[src/rtl/uart_tx_arbiter.sv]
// Arbitrates NUM_REQ byte sources onto one UART transmitter with message locking and a tx_ready timeout.
// Define UART_ARB_FIXED_PRIO_EN for fixed lowest-index priority instead of round-robin.
module uart_tx_arbiter #(
    parameter int NUM_REQ = 4,
    parameter int TIMEOUT = 16,
    parameter int PTR_W   = 3
) (
    input  logic                 clk,
    input  logic                 reset,
    input  logic [NUM_REQ-1:0]   i_req,
    input  logic [NUM_REQ-1:0]   i_req_last,
    input  logic [8*NUM_REQ-1:0] i_req_data,
    output logic [NUM_REQ-1:0]   o_grant,
    input  logic                 i_tx_ready,
    output logic [7:0]           o_tx_data,
    output logic                 o_tx_enable,
    output logic                 o_busy,
    output logic                 o_lock_active,
    output logic                 o_timeout_err
);

    localparam int SLOTS = 1 << PTR_W;
    localparam int CNT_W = $clog2(TIMEOUT + 1);
    localparam logic [SLOTS-1:0]   ONE_SLOT = {{(SLOTS-1){1'b0}}, 1'b1};
    localparam logic [NUM_REQ-1:0] ONE_REQ  = {{(NUM_REQ-1){1'b0}}, 1'b1};

    generate
        if (NUM_REQ < 2 || NUM_REQ > 8 || SLOTS < NUM_REQ || TIMEOUT < 1) begin : g_bad_cfg
            $error("uart_tx_arbiter: unsupported NUM_REQ/PTR_W/TIMEOUT combination");
        end
    endgenerate

    typedef enum logic [3:0] {
        ST_IDLE      = 4'b0001,
        ST_SEND      = 4'b0010,
        ST_WAIT_BUSY = 4'b0100,
        ST_WAIT_DONE = 4'b1000
    } state_t;

    state_t             r_state;
    state_t             w_state_nxt;
    logic [7:0]         r_tx_data;
    logic [7:0]         w_tx_data_nxt;
    logic               r_tx_enable;
    logic               w_tx_enable_nxt;
    logic [NUM_REQ-1:0] r_grant;
    logic [NUM_REQ-1:0] w_grant_nxt;
    logic               r_timeout_err;
    logic               w_timeout_err_nxt;
    logic               r_lock;
    logic               w_lock_nxt;
    logic               r_busy;
    logic [PTR_W-1:0]   r_owner;
    logic [PTR_W-1:0]   w_owner_nxt;
    logic [CNT_W-1:0]   r_cnt;
    logic [CNT_W-1:0]   w_cnt_nxt;
`ifndef UART_ARB_FIXED_PRIO_EN
    logic [PTR_W-1:0]   r_rr_ptr;
    logic [PTR_W-1:0]   w_rr_ptr_nxt;
`endif

    // Requester vectors padded to a power of two so PTR_W-wide indices always land in range.
    logic [SLOTS-1:0]   w_req_ext;
    logic [SLOTS-1:0]   w_last_ext;
    logic [SLOTS-1:0]   w_elig_ext;
    logic [7:0]         w_data_arr [SLOTS];
    logic               w_found;
    logic [PTR_W-1:0]   w_winner;
    logic [PTR_W-1:0]   w_idx;

    // Pad request, last and data buses out to SLOTS entries.
    always_comb begin
        w_req_ext  = '0;
        w_last_ext = '0;
        w_req_ext[NUM_REQ-1:0]  = i_req;
        w_last_ext[NUM_REQ-1:0] = i_req_last;
        for (int i = 0; i < SLOTS; i++) begin
            w_data_arr[i] = 8'h00;
        end
        for (int i = 0; i < NUM_REQ; i++) begin
            w_data_arr[i] = i_req_data[8*i +: 8];
        end
    end

    // While locked only the owner may be served.
    always_comb begin
        if (r_lock) begin
            w_elig_ext = w_req_ext & (ONE_SLOT << r_owner);
        end else begin
            w_elig_ext = w_req_ext;
        end
    end

    // Winner search over the eligible set.
    always_comb begin
        w_found  = 1'b0;
        w_winner = '0;
        w_idx    = '0;
`ifdef UART_ARB_FIXED_PRIO_EN
        for (int k = 0; k < NUM_REQ; k++) begin
            w_idx = PTR_W'(k);
            if (!w_found && w_elig_ext[w_idx]) begin
                w_found  = 1'b1;
                w_winner = w_idx;
            end else begin
                w_found  = w_found;
            end
        end
`else
        for (int k = 1; k <= NUM_REQ; k++) begin
            w_idx = PTR_W'((int'(r_rr_ptr) + k) % NUM_REQ);
            if (!w_found && w_elig_ext[w_idx]) begin
                w_found  = 1'b1;
                w_winner = w_idx;
            end else begin
                w_found  = w_found;
            end
        end
`endif
    end

    // Next-state and next-output logic.
    always_comb begin
        w_state_nxt       = r_state;
        w_tx_data_nxt     = r_tx_data;
        w_tx_enable_nxt   = 1'b0;
        w_grant_nxt       = '0;
        w_timeout_err_nxt = 1'b0;
        w_lock_nxt        = r_lock;
        w_owner_nxt       = r_owner;
        w_cnt_nxt         = r_cnt;
`ifndef UART_ARB_FIXED_PRIO_EN
        w_rr_ptr_nxt      = r_rr_ptr;
`endif
        case (r_state)
            ST_IDLE: begin
                if (r_lock && !w_req_ext[r_owner]) begin
                    // Owner abandoned its message: free the channel, serve nobody this cycle.
                    w_lock_nxt = 1'b0;
                end else if (i_tx_ready && w_found) begin
                    w_state_nxt     = ST_SEND;
                    w_tx_enable_nxt = 1'b1;
                    w_grant_nxt     = ONE_REQ << w_winner;
                    w_tx_data_nxt   = w_data_arr[w_winner];
`ifndef UART_ARB_FIXED_PRIO_EN
                    w_rr_ptr_nxt    = w_winner;
`endif
                    if (w_last_ext[w_winner]) begin
                        w_lock_nxt = 1'b0;
                    end else begin
                        w_lock_nxt  = 1'b1;
                        w_owner_nxt = w_winner;
                    end
                end else begin
                    w_state_nxt = ST_IDLE;
                end
            end
            ST_SEND: begin
                w_state_nxt = ST_WAIT_BUSY;
                w_cnt_nxt   = '0;
            end
            ST_WAIT_BUSY: begin
                if (!i_tx_ready) begin
                    w_state_nxt = ST_WAIT_DONE;
                end else if (r_cnt == CNT_W'(TIMEOUT - 1)) begin
                    w_state_nxt       = ST_IDLE;
                    w_timeout_err_nxt = 1'b1;
                    w_lock_nxt        = 1'b0;
                end else begin
                    w_cnt_nxt = r_cnt + CNT_W'(1);
                end
            end
            ST_WAIT_DONE: begin
                if (i_tx_ready) begin
                    w_state_nxt = ST_IDLE;
                end else begin
                    w_state_nxt = ST_WAIT_DONE;
                end
            end
            default: begin
                w_state_nxt = ST_IDLE;
                w_lock_nxt  = 1'b0;
            end
        endcase
    end

    // State and registered outputs.
    always_ff @(posedge clk) begin
        if (reset) begin
            r_state       <= ST_IDLE;
            r_tx_data     <= 8'h00;
            r_tx_enable   <= 1'b0;
            r_grant       <= '0;
            r_timeout_err <= 1'b0;
            r_lock        <= 1'b0;
            r_busy        <= 1'b0;
            r_owner       <= '0;
            r_cnt         <= '0;
`ifndef UART_ARB_FIXED_PRIO_EN
            r_rr_ptr      <= PTR_W'(NUM_REQ - 1);
`endif
        end else begin
            r_state       <= w_state_nxt;
            r_tx_data     <= w_tx_data_nxt;
            r_tx_enable   <= w_tx_enable_nxt;
            r_grant       <= w_grant_nxt;
            r_timeout_err <= w_timeout_err_nxt;
            r_lock        <= w_lock_nxt;
            r_busy        <= (w_state_nxt != ST_IDLE);
            r_owner       <= w_owner_nxt;
            r_cnt         <= w_cnt_nxt;
`ifndef UART_ARB_FIXED_PRIO_EN
            r_rr_ptr      <= w_rr_ptr_nxt;
`endif
        end
    end

    assign o_grant       = r_grant;
    assign o_tx_data     = r_tx_data;
    assign o_tx_enable   = r_tx_enable;
    assign o_busy        = r_busy;
    assign o_lock_active = r_lock;
    assign o_timeout_err = r_timeout_err;

endmodule
[config.mk]
export PLATFORM = sky130hd
export DESIGN_NAME = uart_tx_arbiter
export DESIGN_NICKNAME = d
export VERILOG_FILES = /design/src/rtl/uart_tx_arbiter.sv
export SDC_FILE = /design/constraint.sdc
export NUM_CORES = 1
export LEC_CHECK = 0
export CORE_MARGIN = 8
export CORE_UTILIZATION = 48
export DETAILED_ROUTE_END_ITERATION = 7
export PLACE_DENSITY = 0.94
export SYNTH_ARGS = -nofsm -noshare
export SYNTH_HDL_FRONTEND = slang
export SYNTH_SLANG_ARGS = --single-unit
[constraint.sdc]
create_clock -name clk -period 5.95 [get_ports clk]
set_input_delay 0.595 -clock clk [delete_from_list [all_inputs] [get_ports clk]]
set_output_delay 0.595 -clock clk [all_outputs]
set_load 0.005 [all_outputs]
Word level (Yosys, flattened, before mapping)
Cells that the tools add are included.

operators by class
  order comparisons = 7
  add/subtract/negate cells = 5
  bitwise operators = 13
  mux-type cells = 41
  shifts and indexed selects = 2
  reductions and logical operators = 22
  $mul = 0
  divide/modulo/power cells = 0
  eq/ne operators = 10

operators with widths
  kind                 number
  $bmux 8 s3           1
  $lt 3x4->1 const B   6
  $mux 8               3
  $bmux 1 s3           6
  $mux 1               17
  $mux 4               4
  $pmux 4 s4           1
  $mux 3               4
  $mux 5               2
  $pmux 5 s2           1
  $reduce_or 2->1      5
  $and 4x8->8          1
  $reduce_and 4->1     2
  $shl 1x3->8 const A  1
  $not 1->1            7
  $ne 2x2->1 const B   3
  $reduce_and 3->1     2
  $reduce_or 3->1      2
  $add 5x1->5 const B  1
  $eq 5x4->1 const B   1
  $logic_and 1x1->1    5
  $add 2x1->2 const B  2
  $add 2x2->2 const B  2
  $and 1x1->1 const A  4
  14 further kinds     17

storage, ports and cells
  output and inout bits = 16
  input port bits = 43
  bits in read-only memories = 0
  register bits = 30
  memories kept = 0
  bits in latches = 0
  word-level logic and storage cells = 110
  bits in writable memories = 0

Longest topological paths before layout
  depth in word-level cells = 21
  gate-level depth with buffers = 8
  depth with buffers taken out = 8

Worst setup path after synthesis
OpenSTA, ideal clock, no wires.

  path kind = input-to-reg
  start point = in i_req[3]
  end point = reg r_owner[1]
  library setup time = 112 ps
  arrival = 1904 ps
  stages = 7
  setup slack = 3934 ps
  buffers on the path = 1
  path through = mux2i_1 o211ai_1 a222oi_1 buf_4 mux2i_1 a21oi_1 a2111oi_1

between the ends
  longest elaborated chain between the ends = 18
  elaborated cells between the ends (all ways) = 34
  those cells by class = 21 x mux; 3 x bitwise; 10 x reduce/logical

RTL lines
  item                          RTL line  source
  start: declaration            10        input logic [NUM_REQ-1:0] i_req,
  $and 4x8->8                   88        w_elig_ext = w_req_ext & (ONE_SLOT << r_owner);
  $mux 8                        87        if (r_lock) begin
  $bmux 1 s3                    112       if (!w_found && w_elig_ext[w_idx]) begin
  $mux 1 (not written as such)  112
  $mux 1                        112
  $logic_not 1->1               112
  $logic_and 1x1->1             112
  $mux 1                        112
  [... 2 more ...]              --
  $mux 1                        112
  $logic_not 1->1               112
  $logic_and 1x1->1             112
  $mux 3                        112
  $bmux 1 s3                    148       if (w_last_ext[w_winner]) begin
  $mux 1 (not written as such)  148
  $not 1->1 (no line)           --
  $reduce_and 4->1 (no line)    --
  end signal: assignment        210       r_owner <= w_owner_nxt;
  end: declaration              53        logic [PTR_W-1:0] r_owner;

Several ways; a longest one is shown, not always the timed one. The select of a mux whose other input is x is not followed.
A chain may end at the register's enable or synchronous reset.

Worst setup path after layout
Same ends and word-level chain as after synthesis.

==> reports/results.ini <==
[placed_design]
gp_congestion = 0.829
dp_hpwl_mm = 3.37
port_buffers = 58
placed_area_mm2 = 0.00220

[worst_hold_path]
hold_class = reg2reg

[logic_synthesis]
syn-cell-area_mm2 = 0.00163
synth_cell_type_count = 46
ys.flop_type = dfxtp_1
synth_fp_nets = 224
synth-seq-area-share = 0.357
ys_ff_latch = 29
synth_warnings = 0
synth_edf_count = 0
syn_avg_cell_area_um2 = 9.09
syn_inst = 179
synthArstFlopShare = 0

[clocking]
cts_buffers = 5
cts-htree-levels = 2
cts_resized = 0
cts-root-buf = clkbuf_4
clock_sinks = 29
clk_latency_ns = 0.31
cts.clk_slew.worst_paths_ns = 0.10
tritoncts = done
cts_hold_buf = 0
cts_setup_buffers = 0
clk_path_buf_depth = 2

[detailed_routing]
wire_per_inst_um = 15.4
viasPerCell = 5.49
remaining_drc_errors = 0
routed_wl_mm = 4.32
drtIter0Drc = 137
dr.pass1.iters = 4
vias = 1542
antenna_left = 0

[floorplanning]
die_w_um = 74.2
row_count = 21
io_pins = 59
die_area_mm2 = 0.00551
die_h_um = 74.2
core_mm2 = 0.00328
start_util = 0.495

[timing]
slew_viol_final = 0
setup_viol = 0
worst-slew-pin-transition_ns = 0.930
fmax_mhz = 350
fin_crit_ns = 2.85
finalHoldViolCount = 0
tns_ns = 0
fin_crit_sh = 0.480
fin_hold_ws_ns = 0.504
slew_headroom = 0.380
finalClockSkew_ns = 0.00990
rsz0062_at_grt = false

[cells_and_area]
num-fill-cells = 255
most-common-layout-cells = clkdlybuf4s50_1, dfxtp_1, mux2i_1
fin_nets = 279
fin_area_mm2 = 0.00225
multi_input_area_um2 = 943
antennaDiodeCount = 0
area_growth_pct = 38.4
register_area_um2 = 581
layout_commonest_cell = clkdlybuf4s50_1
layout-drive-gt1-share = 0.0638

[pwr]
swShare = 0.297
power_frac_comb = 0.307
ir_drop_uv = 166
total_power_w = 0.000477
netSwitchingPower_w = 0.000142
total_leakage_power_nw = 0.930
p_clk_frac = 0.231
power_density_mw_per_mm2 = 212
p_int_w = 0.000336
pwr-share-seq = 0.462

[global_route]
grt_pass1_vias = 1563
gr-total-overflow = 0
grt_pass1_wl_mm = 7.22
antenna_found_initial = 0
grtUsageTotal = 0.164
grt_max_degree = 26

[worst_setup_path]
worstPathMaxFanout = 7
arrival_ns = 3.05
endpoint_kind = register
cp-start-kind = input port
path_class = in2reg
cp.required_ns = 6.15

[run]
maxCapViolCount = 0

[status]
status = completed

## routing by layer
metal	global-route usage	part of all wire	vias to the layer above	wire [um]
li1	-	-	780	-
met1	0.189	0.42	730	1800
met2	0.292	0.53	26	2300
met3	0.0391	0.034	6	145
met4	0.0500	0.019	0	81
met5	0	0	-	0
## power by group through the flow
stage / clock (W) / sequential [W] / combinational [W]
after floorplan: 0 / 0.000220 / 0.0000910
after global placement: 0 / 0.000224 / 0.000143
after detailed placement: 0 / 0.000225 / 0.000146
after CTS: 0.000113 / 0.000220 / 0.000147
after global routing: 0.000124 / 0.000223 / 0.000159
final: 0.000110 / 0.000221 / 0.000146
## metrics by stage
step           cells   util  worst slack (ns)
2_1_floorplan    179      -              3.93
3_3_place_gp     273  0.670              2.91
3_5_place_dp     273  0.670              2.83
4_1_cts          281  0.685              3.14
5_1_grt          281  0.685              2.83
6_report         281  0.685              3.10
## flip-flops by register name, indices dropped and copies added (netlist names)
signal,flops
r_rr_ptr,2
o_grant,4
o_tx_enable,1
o_tx_data,8
r_cnt,5
r_state,4
o_timeout_err,1
o_lock_active,1
r_owner,2
o_busy,1
## area by class of cell
type	count	share of cell area
tap	46	0.0256
timing repair buffer	59	0.261
inverter	8	0.0133
sequential	29	0.258
clock buffer	6	0.0183
clock inverter	2	0.00445
multi-input combinational	131	0.419
## cells in the mapped netlist, types with 4 or more instances
master    count  share of area
dfxtp_1      29           0.36
mux2i_1      24           0.15
nor2_1       19          0.044
nand2_1      12          0.028
inv_1         8          0.018
nand3_1       8          0.025
o221ai_1      8          0.043
a21oi_1       5          0.015
buf_2         4          0.012
nor2b_1       4          0.015
o21ai_0       4          0.012
## path summary, 6_finish.rpt
kind / slack, ns / startpoint / end / cells past startpoint
worst max-delay path: 3.10 / i_req[3] / r_owner[1]$_SDFFE_PP0P_ / 7
worst min-delay path: 0.50 / o_tx_data[1]$_SDFFE_PP0P_ / o_tx_data[1]$_SDFFE_PP0P_ / 2
worst max register to register: 3.29 / r_owner[1]$_SDFFE_PP0P_ / r_owner[1]$_SDFFE_PP0P_ / 6
worst min register to register: 0.50 / o_tx_data[1]$_SDFFE_PP0P_ / o_tx_data[1]$_SDFFE_PP0P_ / 2
## critical path: stages
cell	delay, ns
clkdlybuf4s50_1	0.51
mux2i_1	0.18
o211ai_1	0.10
a222oi_1	0.85
mux2i_1	0.33
a21oi_1	0.10
a2111oi_1	0.38
## cell families after synthesis
kind of cell	Yosys count	synth area share
AO/OA/AOI/OAI	40	0.205
XOR/XNOR	3	0.0162
adder cells (fa/ha/maj)	2	0.0154
buffers and inverters	19	0.0631
AND/OR/NAND/NOR	61	0.187
multiplexers	25	0.157
flip-flops	29	0.357
Power figures use the tool's default switching activity.
